--- src/rtl/regfile_pkg.sv ---
// Shared types and default sizes for the parameterised register file.
// Imported by regfile_clr_seq and regfile_param.
package regfile_pkg;

  localparam int DEF_DATA_W   = 16;
  localparam int DEF_NUM_REGS = 8;
  localparam int DEF_NUM_RD   = 2;

  typedef enum logic {
    IDLE  = 1'b0,
    CLEAR = 1'b1
  } clr_state_t;

endpackage

--- src/rtl/regfile_clr_seq.sv ---
// Clear sequencer: walks an index over every register, one per cycle.
// Ports: Clk, Reset (sync, active-high), Clear_req in; Busy, clr_stb, clr_idx out.
module regfile_clr_seq
  import regfile_pkg::*;
#(
  parameter int NUM_REGS = DEF_NUM_REGS,
  parameter int ADDR_W   = $clog2(NUM_REGS)
) (
  input  logic              Clk,
  input  logic              Reset,
  input  logic              Clear_req,
  output logic              Busy,
  output logic              clr_stb,
  output logic [ADDR_W-1:0] clr_idx
);

  localparam logic [ADDR_W-1:0] LAST = ADDR_W'(NUM_REGS - 1);

  clr_state_t        state_q;
  clr_state_t        state_d;
  logic [ADDR_W-1:0] cnt_q;
  logic [ADDR_W-1:0] cnt_d;

  always_ff @(posedge Clk) begin
    if (Reset) begin
      state_q <= IDLE;
      cnt_q   <= '0;
    end else begin
      state_q <= state_d;
      cnt_q   <= cnt_d;
    end
  end

  // Clear_req is only looked at in IDLE, so a request
  // during CLEAR neither restarts nor extends the walk.
  always_comb begin
    state_d = state_q;
    cnt_d   = cnt_q;
    Busy    = 1'b0;
    clr_stb = 1'b0;
    unique case (state_q)
      IDLE: begin
        if (Clear_req) begin
          state_d = CLEAR;
          cnt_d   = '0;
        end
      end
      CLEAR: begin
        Busy    = 1'b1;
        clr_stb = 1'b1;
        cnt_d   = cnt_q + 1'b1;
        if (cnt_q == LAST) begin
          state_d = IDLE;
        end
      end
      default: begin
        state_d = IDLE;
      end
    endcase
  end

  assign clr_idx = cnt_q;

endmodule

--- src/rtl/regfile_param.sv ---
// Multi-read-port register file with per-register dirty bits and a sequential clear.
// Ports: Clk, Reset, Load, Write_sel, Data_In, Read_sel, Clear_req in; Data_out, Busy, Dirty, Reg_dump out. Macro REGFILE_BYPASS_EN enables write-to-read forwarding.
module regfile_param
  import regfile_pkg::*;
#(
  parameter int DATA_W   = DEF_DATA_W,
  parameter int NUM_REGS = DEF_NUM_REGS,
  parameter int NUM_RD   = DEF_NUM_RD,
  localparam int ADDR_W  = $clog2(NUM_REGS)
) (
  input  logic                       Clk,
  input  logic                       Reset,
  input  logic                       Load,
  input  logic [ADDR_W-1:0]          Write_sel,
  input  logic [DATA_W-1:0]          Data_In,
  input  logic [NUM_RD*ADDR_W-1:0]   Read_sel,
  output logic [NUM_RD*DATA_W-1:0]   Data_out,
  input  logic                       Clear_req,
  output logic                       Busy,
  output logic [NUM_REGS-1:0]        Dirty,
  output logic [NUM_REGS*DATA_W-1:0] Reg_dump
);

  logic [DATA_W-1:0] regs [NUM_REGS];
  logic              clr_stb;
  logic [ADDR_W-1:0] clr_idx;
  logic              wr_en;

  regfile_clr_seq #(
    .NUM_REGS (NUM_REGS),
    .ADDR_W   (ADDR_W)
  ) u_clr_seq (
    .Clk       (Clk),
    .Reset     (Reset),
    .Clear_req (Clear_req),
    .Busy      (Busy),
    .clr_stb   (clr_stb),
    .clr_idx   (clr_idx)
  );

  // Writes are locked out for the whole clear walk.
  assign wr_en = Load && !Busy;

  // wr_en and clr_stb are mutually exclusive, so the
  // two updates below never target the same edge.
  always_ff @(posedge Clk) begin
    if (Reset) begin
      for (int i = 0; i < NUM_REGS; i++) begin
        regs[i] <= '0;
      end
      Dirty <= '0;
    end else begin
      if (wr_en) begin
        regs[Write_sel]  <= Data_In;
        Dirty[Write_sel] <= 1'b1;
      end
      if (clr_stb) begin
        regs[clr_idx]  <= '0;
        Dirty[clr_idx] <= 1'b0;
      end
    end
  end

  for (genvar k = 0; k < NUM_RD; k++) begin : g_rd
    logic [ADDR_W-1:0] sel;
    assign sel = Read_sel[k*ADDR_W +: ADDR_W];
`ifdef REGFILE_BYPASS_EN
    assign Data_out[k*DATA_W +: DATA_W] =
      (wr_en && (sel == Write_sel)) ? Data_In : regs[sel];
`else
    assign Data_out[k*DATA_W +: DATA_W] = regs[sel];
`endif
  end

  for (genvar i = 0; i < NUM_REGS; i++) begin : g_dump
    assign Reg_dump[i*DATA_W +: DATA_W] = regs[i];
  end

endmodule

--- config.mk ---
export PLATFORM = sky130hd
export DESIGN_NAME = regfile_param
export DESIGN_NICKNAME = d
export VERILOG_FILES = /design/src/rtl/regfile_pkg.sv /design/src/rtl/regfile_clr_seq.sv /design/src/rtl/regfile_param.sv
export SDC_FILE = /design/constraint.sdc
export NUM_CORES = 1
export LEC_CHECK = 0
export ABC_AREA = 1
export BUFFER_PORTS_ARGS = -buffer_cell sky130_fd_sc_hd__buf_2
export CAP_MARGIN = 20
export CORE_MARGIN = 3
export CORE_UTILIZATION = 54
export CTS_CLUSTER_DIAMETER = 40
export DETAILED_ROUTE_END_ITERATION = 8
export HOLD_SLACK_MARGIN = 0.12
export PLACE_DENSITY = 0.8
export SYNTH_ARGS = -nofsm -noshare
export SYNTH_HDL_FRONTEND = slang
export SYNTH_SLANG_ARGS = --single-unit
--- constraint.sdc ---
create_clock -name Clk -period 2.3 [get_ports Clk]
set_input_delay 0.46 -clock Clk [delete_from_list [all_inputs] [get_ports Clk]]
set_output_delay 0.46 -clock Clk [all_outputs]
set_load 0.1 [all_outputs]
==> results of run 1 <==
## critical path, delay by kind of cell
family / cells / cell delay (ns)
AO/OA/AOI/OAI: 1 / 0.10
buffers and inverters: 4 / 0.83
AND/OR/NAND/NOR: 3 / 0.28
## power by group
part           switching (mW)  leakage, nW  total, mW  internal, mW
registers               0.109         1.44       3.03          2.92
logic                    2.14         3.62       2.77         0.623
clock network            1.05        0.303       2.95          1.90
## metal layers
layer  wire length [um]  share of wire (%)
met5                  0                  0
met4               1690                6.1
met3               3490                 13
met2              13400                 48
met1               9270                 33
## stage by stage
step	util, %	setup slack, ns	power (mW)	hold WS [ns]	instances
final	73.1	0.157	8.74	0.281	1458
after global routing	73.1	0.0689	8.97	0.275	1458
after CTS	73.1	0.0873	8.73	0.266	1457
after detailed placement	68.8	0.0948	5.81	0.455	1426
after global placement	68.8	0.164	5.78	0.454	1426
after floorplan	-	0.0572	5.04	0.531	1065
## area by class of cell
cell class                 instances  area (um^2)
tap                              184          230
inverter                         113          428
timing repair buffer             236         1950
sequential                       140         4090
clock inverter                    13          196
multi-input combinational        753         3390
antenna                            1         2.50
clock buffer                      18          429
fill                            1090         3940
## cells in the mapped netlist
cell	instances
nand2_1	365
nor2_1	173
edfxtp_1	128
inv_1	110
nand3_1	99
o21ai_0	48
clkbuf_1	41
o21ai_1	17
dfxtp_1	12
nand2_4	12
buf_6	10
a21oi_1	8
nor2_2	8
nand2_2	6
buf_1	4
buf_2	3
inv_2	3
nand3_2	3
nor2_4	3
nor2_8	3
a22oi_1	2
ha_1	2
a211oi_1	1
a31oi_1	1
buf_4	1
nand3_4	1
o21bai_1	1
## flip-flops by register name, indices dropped and copies added, names as in the netlist
register / cells
Dirty: 8
u_clr_seq.state_q: 1
regs: 128
u_clr_seq.clr_idx: 3
## worst max-delay path by stage
stage                                       startpoint                       end  slack, ns  cells after the start
after floorplan           u_clr_seq.state_q$_SDFF_PP0_  regs[6][0]$_SDFFCE_PN0P_       0.06                      8
after detailed placement                   Read_sel[1]               Data_out[9]       0.09                      7
after global routing                       Read_sel[1]              Data_out[10]       0.07                      8
final                                      Read_sel[1]              Data_out[10]       0.16                      8
after global placement                     Read_sel[1]               Data_out[9]       0.16                      7
after CTS                                  Read_sel[1]               Data_out[9]       0.09                      7
## kinds of logic (layout without fill, tap and decap cells)
family                   count (synthesis)  in the layout  synth area share [%]
AND/OR/NAND/NOR                        673            673                  35.5
buffers and inverters                  172            380                  8.97
flip-flops                             140            140                  50.3
AO/OA/AOI/OAI                           78             78                  4.95
adder cells (fa/ha/maj)                  2              2                 0.308
other                                    0              1                     0
==> metrics.txt, run 1 <==
Die W=roughly 130 um; Tcrit/Tclk final=between 90 and 100%; flops & latches, synth=140; actual slew at the worst max-slew pin=0.518 ns; setup tns final=0 ns; CTS tree=built; commonest non-fill, non-tap cell in the layout=nand2_1; status=complete, no violations; HP Class=in -> reg; largest stage delay on the critical path=0.39 ns; global route hottest layer=met2; vias in the first global route=between 7,000 and 8,000; all-layer global routing usage=about a third; slowest CP cell=buf_4; GP Congestion=0.956; Synth cell types=27; FF-to-FF End=regs[2][6]$_SDFFCE_PN0P_; leading area contributor after synthesis=edfxtp_1; TritonCTS Sinks=140; pwr dens=~800 mW/mm^2; Final Max Slew Viols=0; Final Hold Violating Endpoints=0; Critical Path End Type=output port; Ys Warns=0; hold wc startpoint=Reset; post-synth top area share=47.3%; CP required=~1.8 ns; number of gates resized after cts=0; H-tree depth=4; syn avg cell area=around 7.6 um^2; Seq/Total Area, Yosys=about half; Post-DRT Antenna Nets=0; hold-critical path endpoint=u_clr_seq.clr_idx[1]$_SDFFE_PP0P_; Reg clk slew, reported paths=about 0.060 ns; met2 Resource Use GR=between 50% and 60%; design area=~0.011 mm^2; Slew Limit Headroom=between 60% and 70%; GR Util met3=slightly above 6%; Via Count=about 8,300; Critical R2R Launch=u_clr_seq.state_q$_SDFF_PP0_; DR iter-0 viols=1,312; grt total ovfl=0; CTS buffer count=17; Layout area overhead=31.9%; maximum VDD drop=around 700 uV; hold buffers post-CTS=0; Die ar.=approximately 0.017 mm^2; first-pass detailed-route iteration total=7; first-pass GRT wire length=approximately 42,000 um; M1 GR Usage=between 40% and 50%; largest net degree at the start of global routing=65; drt via density=roughly 5.7; initial antenna violation count=1; die height=129 um; Starting Density=between 50% and 60%; DRC=0; most frequent cells in the layout=nand2_1 (333), nor2_1 (173), buf_2 (165); top post-synthesis cells by area=edfxtp_1 (47%), nand2_1 (17%), nor2_1 (8.0%), nand3_1 (6.1%), inv_1 (5.1%); Cells after Synth=between 1,000 and 1,500; most frequent CP cell=buf_4; worst-path fanout max=32; PortBufs=slightly below 200; Layout Nets=1,292; Worst setup SP type=primary input; clk buf depth=2; flop2flop setup slack=0.34 ns; Setup Buffers After CTS=0; critical path class=in -> out; crit path DAT=between 1.5 and 2 ns; Syn Std Cell Area=between 0.008 and 0.009 mm^2; Reg2Reg Depth=7; RSZ-0062 raised after global routing=false; hold path cells=2; DP Area=approximately 0.010 mm^2; final setup vio count=0; syn_nets=1,096; post-DR wirelength/cell=19.1 um; Core Region=0.0146 mm^2; Detailed Place HPWL=about 19,000 um; final wirelength=between 20,000 and 30,000 um; # rows=44; Root Driver=clkbuf_16; Clock Skew=around 0.0036 ns; clk_lat worst skew=approximately 0.43 ns; Final Critical Period=between 2 and 2.5 ns; CP Cell Sequence=buf_2 -> buf_4 -> nand3_1 -> o21ai_0 -> buf_4 -> nand2_1 -> nand2_2 -> buf_12; Max Cap Viol=0; fmax=467 MHz; share of cells above drive strength 1=around a quarter; Ports=198; Lkg Pwr=between 5 and 6 nW
Power figures use the tool's default switching activity.
==> run 2: changes to the inputs <==
--- a/config.mk
+++ b/config.mk
@@ -13,7 +13,7 @@
 export CTS_CLUSTER_DIAMETER = 40
 export DETAILED_ROUTE_END_ITERATION = 8
 export HOLD_SLACK_MARGIN = 0.12
-export PLACE_DENSITY = 0.8
+export PLACE_DENSITY_LB_ADDON = 0.05
 export SYNTH_ARGS = -nofsm -noshare
 export SYNTH_HDL_FRONTEND = slang
 export SYNTH_SLANG_ARGS = --single-unit
==> run 2 against run 1 <==
Compared with the run above: final area fell by 0.97%; via count fell by 1.9%; critical endpoint is now Data_out[4]; power fell by 4.1%; critical path type unchanged; largest cell class unchanged; sequential power barely moved; critical path depth did not move.
==> metrics.txt, run 2 (synthesis gave the netlist of run 1 again) <==
CP Cell Sequence=buf_2 -> inv_1 -> buf_4 -> o21ai_0 -> o21ai_0 -> nand2_1 -> nand2_2 -> buf_12 (was buf_2 -> buf_4 -> nand3_1 -> o21ai_0 -> buf_4 -> nand2_1 -> nand2_2 -> buf_12); status=complete, no violations (unchanged); vias in the first global route=7,687 (was 7,916); hold path cells=2 (unchanged); Final Critical Period=2.17 ns (was 2.14 ns); CTS tree=built (unchanged); CTS buffer count=17 (unchanged); hold buffers post-CTS=0 (unchanged); RSZ-0062 raised after global routing=false (unchanged); overall power=8.39 mW (was 8.74 mW); Core Region=0.0146 mm^2 (unchanged); Final Hold Violating Endpoints=0 (unchanged); PortBufs=197 (unchanged); DRC=0 (unchanged); first-pass detailed-route iteration total=5 (was 7); DP Cell Count=1,428 (was 1,426); Root Driver=clkbuf_16 (unchanged); final setup vio count=0 (unchanged); Reg2Reg Depth=7 (unchanged); H-tree depth=4 (unchanged); Post-DRT Antenna Nets=0 (unchanged); Via Count=8,170 (was 8,330); CP required=1.84 ns (about the same); die height=129 um (unchanged); Lkg Pwr=5.33 nW (was 5.36 nW); Worst setup SP type=primary input (unchanged); number of gates resized after cts=0 (unchanged); most frequent cells in the layout=nand2_1 (333), nor2_1 (173), buf_2 (165) (unchanged); initial antenna violation count=0 (was 1); crit path DAT=1.71 ns (was 1.68 ns); clk buf depth=2 (unchanged); critical path class=in -> out (unchanged); setup tns final=0 ns (unchanged); Setup Buffers After CTS=0 (unchanged); final wirelength=26,400 um (was 27,900 um); all-layer global routing usage=32.3% (was 33.8%); Final Max Slew Viols=0 (unchanged); Tcrit/Tclk final=94.3% (was 93.2%); fmax=461 MHz (was 467 MHz); Starting Density=55.4% (unchanged); Die W=129 um (unchanged); Final Worst Setup Slack=0.131 ns (was 0.157 ns); grt total ovfl=0 (unchanged); largest stage delay on the critical path=0.25 ns (was 0.39 ns); Largest register FFs=128 (unchanged); largest net degree at the start of global routing=50 (was 65); actual slew at the worst max-slew pin=0.562 ns (was 0.518 ns); Finished Layout Cells=1,460 (was 1,458); post-place setup slack=0.143 ns (was 0.0948 ns); Die ar.=0.0165 mm^2 (unchanged); Reg clk slew, reported paths=0.06 ns (about the same); design area=0.0106 mm^2 (was 0.0107 mm^2); post-DR wirelength/cell=18.1 um (was 19.1 um); DP Area=0.0100 mm^2 (was 0.0101 mm^2); most frequent CP cell=o21ai_0 (was buf_4); Largest Register=regs (unchanged); drt via density=5.60 (was 5.71); Detailed Place HPWL=18,900 um (was 19,400 um); maximum VDD drop=521 uV (was 696 uV); worst-path fanout max=17 (was 32); Slew Limit Headroom=62.5% (was 65.7%); share of cells above drive strength 1=26.7% (was 26.4%); # diodes=0 (was 1); first-pass GRT wire length=40,800 um (was 42,100 um); HP Class=in -> reg (unchanged); Critical Path End Type=output port (unchanged); Max Cap Viol=0 (unchanged); slowest CP cell=o21ai_0 (was buf_4); Layout Nets=1,294 (was 1,292); DR iter-0 viols=940 (was 1,312); TritonCTS Sinks=140 (unchanged); clk_lat worst skew=0.42 ns (was 0.43 ns); # rows=44 (unchanged); Ports=198 (unchanged); Clock Skew=0.00536 ns (was 0.00357 ns); GP Congestion=0.941 (was 0.956); commonest non-fill, non-tap cell in the layout=nand2_1 (unchanged); pwr dens=791 mW/mm^2 (was 817 mW/mm^2); Layout area overhead=30.6% (was 31.9%)
run 2: cell count changes in the layout (fill, tap and decap cells not counted), sizes merged:
| cell | previous run | this run |
|---|---|---|
| inv | 113 | 119 |
| bufinv | 5 | 1 |
| buf | 236 | 238 |
| diode | 1 | 0 |
| clkbuf | 18 | 17 |
run 2: path summary, 6_finish.rpt:
check,startpoint,to,slack [ns]
setup / recovery,Read_sel[1],Data_out[4],0.13
hold / removal,Reset,u_clr_seq.clr_idx[0]$_SDFFE_PP0P_,0.28
setup reg to reg,u_clr_seq.state_q$_SDFF_PP0_,regs[0][9]$_SDFFCE_PN0P_,0.43
hold reg to reg,Dirty[6]$_SDFF_PP0_,Dirty[6]$_SDFF_PP0_,0.47
run 2: area by class of cell:
class                   count  area (um^2)
fillers                  1179         4040
clock buffers              17          425
multi-input cells         753         3390
clock inverters            15          138
flip-flops and latches    140         4090
well taps                 184          230
repair buffers            238         1910
inverters                 113          424
run 2: per-layer routing:
layer	track usage [%]	share of wire, %	vias to the layer above
met1	41.1	37	3814
li1	-	-	3767
met5	0	0	-
met3	5.98	9.8	77
met2	53.7	49	512
met4	15.0	3.8	0
run 2: metrics by stage:
stage / hold slack (ns) / util (%)
global placement: 0.451 / 68.5
detailed placement: 0.453 / 68.5
finish: 0.284 / 72.4
global route: 0.294 / 72.4
floorplan: 0.531 / -
CTS: 0.269 / 72.4
run 2: power by group:
part | internal, mW | switching (mW) | total, mW | leakage, nW
Combinational | 0.614 | 2.13 | 2.74 | 3.62
Sequential | 2.91 | 0.0969 | 3.01 | 1.44
Clock | 1.50 | 1.13 | 2.64 | 0.273
run 2: worst max-delay path, delay by kind of cell:
kind                   cells  cell delay [ns]
buffers and inverters      4             0.61
AOI/OAI and AO/OA          2             0.36
and+or+nand+nor            2             0.27
==> run 3: changes to the inputs <==
--- a/config.mk
+++ b/config.mk
@@ -9,9 +9,10 @@
 export BUFFER_PORTS_ARGS = -buffer_cell sky130_fd_sc_hd__buf_2
 export CAP_MARGIN = 20
 export CORE_MARGIN = 3
-export CORE_UTILIZATION = 54
+export CORE_UTILIZATION = 45
 export CTS_CLUSTER_DIAMETER = 40
 export DETAILED_ROUTE_END_ITERATION = 8
+export GPL_TIMING_DRIVEN = 0
 export HOLD_SLACK_MARGIN = 0.12
 export PLACE_DENSITY_LB_ADDON = 0.05
 export SYNTH_ARGS = -nofsm -noshare
==> run 3 against run 2 <==
Compared with the run above: sequential cell count unchanged; clock power is essentially flat; sequential share of layout area rose by 1.4 points; wire length grew 6.9%; global-route usage shrank 3.8 points; via count decreased by 1.5%.
==> metrics.txt, run 3 (synthesis gave the netlist of run 1 again) <==
status=complete, no violations (unchanged); RSZ-0062 raised after global routing=true (was false); post-DR wirelength/cell=18.7 um (was 18.1 um); initial antenna violation count=0 (unchanged); Root Driver=clkbuf_16 (unchanged); share of cells above drive strength 1=26.9% (was 26.7%); worst-path fanout max=10 (was 17); HP Class=in -> reg (unchanged); CTS tree=built (unchanged); Final Critical Period=2.28 ns (was 2.17 ns); Largest register FFs=128 (unchanged); crit path DAT=1.82 ns (was 1.71 ns); fmax=439 MHz (was 461 MHz); clk_lat worst skew=0.44 ns (was 0.42 ns); Via Count=8,044 (was 8,170); Detailed Place HPWL=21,500 um (was 18,900 um); Clock Skew=0.00817 ns (was 0.00536 ns); Final Max Slew Viols=0 (unchanged); grt total ovfl=0 (unchanged); Finished Layout Cells=1,513 (was 1,460); # rows=48 (was 44); drt via density=5.32 (was 5.60); Tcrit/Tclk final=98.9% (was 94.3%); clk buf depth=2 (unchanged); Largest Register=regs (unchanged); Lkg Pwr=5.19 nW (was 5.33 nW); # diodes=0 (unchanged); overall power=8.25 mW (was 8.39 mW); first-pass detailed-route iteration total=7 (was 5); final wirelength=28,200 um (was 26,400 um); Slew Limit Headroom=48.5% (was 62.5%); Die ar.=0.0197 mm^2 (was 0.0165 mm^2); Layout area overhead=26.2% (was 30.6%); hold buffers post-CTS=0 (unchanged); Layout Nets=1,307 (was 1,294); Reg clk slew, reported paths=0.06 ns (about the same); all-layer global routing usage=28.5% (was 32.3%); Ports=198 (unchanged); TritonCTS Sinks=140 (unchanged); maximum VDD drop=551 uV (was 521 uV); Starting Density=46.4% (was 55.4%); CP required=1.84 ns (about the same); Core Region=0.0175 mm^2 (was 0.0146 mm^2); DR iter-0 viols=981 (was 940); most frequent cells in the layout=nand2_1 (329), nor2_1 (173), buf_2 (172) (was nand2_1 (333), nor2_1 (173), buf_2 (165)); die height=140 um (was 129 um); GP Congestion=0.948 (was 0.941); Max Cap Viol=0 (unchanged); first-pass GRT wire length=42,600 um (was 40,800 um); final setup vio count=0 (unchanged); critical path class=in -> out (unchanged); Die W=140 um (was 129 um); pwr dens=806 mW/mm^2 (was 791 mW/mm^2); Final Hold Violating Endpoints=0 (unchanged); DP Cell Count=1,482 (was 1,428); Worst setup SP type=primary input (unchanged); vias in the first global route=7,831 (was 7,687); actual slew at the worst max-slew pin=0.770 ns (was 0.562 ns); CTS buffer count=17 (unchanged); PortBufs=192 (was 197); Post-DRT Antenna Nets=0 (unchanged); H-tree depth=4 (unchanged); Critical Path End Type=output port (unchanged); DRC=0 (unchanged); commonest non-fill, non-tap cell in the layout=nand2_1 (unchanged); largest net degree at the start of global routing=17 (was 50); Fin Hold WS=0.275 ns (was 0.284 ns)
[run 3: cell types whose count changed in the layout (fill, tap and decap cells not counted), moves of 5 or more]
| cell | change |
|---|---|
| buf_4 | -16 |
| clkbuf_1 | +11 |
| buf_2 | +7 |
| clkbuf_4 | +9 |
| inv_6 | -5 |
| clkbuf_2 | +18 |
| buf_12 | -43 |
| buf_6 | +29 |
[run 3: layout make-up]
cell class | count | area, um^2
Fill cell | 1654 | 7240
Clock buffer | 21 | 440
Multi-Input combinational cell | 753 | 3400
Tap cell | 225 | 282
Inverter | 113 | 424
Sequential cell | 140 | 4090
Clock inverter | 10 | 119
Timing Repair Buffer | 192 | 1120
Buffer | 59 | 375
[run 3: what timing repair did]
| action | CTS | global route |
|---|---|---|
| resized for setup | 81 | 46 |
| endpoints found under the setup margin | 80 | 48 |
| setup buffers | 0 | 0 |
[run 3: critical path, cell delays in order]
cell and delay (ns):
clkbuf_1 0.29, clkbuf_4 0.32, nand3_1 0.13, o21ai_1 0.12, nand2_1 0.11, nand2_2 0.09, buf_4 0.29
[run 3: final timing paths]
path	end	from	slack (ns)	cells after the start
setup / recovery	Data_out[20]	Read_sel[4]	0.02	7
setup reg to reg	regs[1][7]$_SDFFCE_PN0P_	u_clr_seq.state_q$_SDFF_PP0_	0.15	7
hold reg to reg	Dirty[6]$_SDFF_PP0_	Dirty[6]$_SDFF_PP0_	0.47	2
hold / removal	u_clr_seq.clr_idx[0]$_SDFFE_PP0P_	Reset	0.28	2
[run 3: metal layers]
| layer | track usage, % | vias up | wire [um] |
|---|---|---|---|
| li1 | - | 3792 | - |
| met3 | 5.46 | 62 | 2590 |
| met2 | 47.5 | 427 | 13600 |
| met4 | 10.2 | 0 | 839 |
| met1 | 37.1 | 3763 | 11200 |
| met5 | 0 | - | 0 |
[run 3: per-stage QoR]
stage / util (%) / cell area [um^2] / TNS (ns) / setup WS (ns)
3_3_place_gp: 54.0 / 9440 / -36.10 / -0.417
2_1_floorplan: - / 8200 / 0 / 0.0572
4_1_cts: 58.2 / 10200 / 0 / 0.00353
5_1_grt: 58.6 / 10200 / -0.00551 / -0.00551
6_report: 58.6 / 10200 / 0 / 0.0247
3_5_place_dp: 54.0 / 9440 / -40.62 / -0.435
[run 3: report_power, final]
part / internal [mW] / leakage, nW / switching, mW / total (mW)
sequential: 2.92 / 1.44 / 0.0912 / 3.01
combinational: 0.448 / 3.49 / 2.12 / 2.57
clock: 1.59 / 0.267 / 1.08 / 2.67
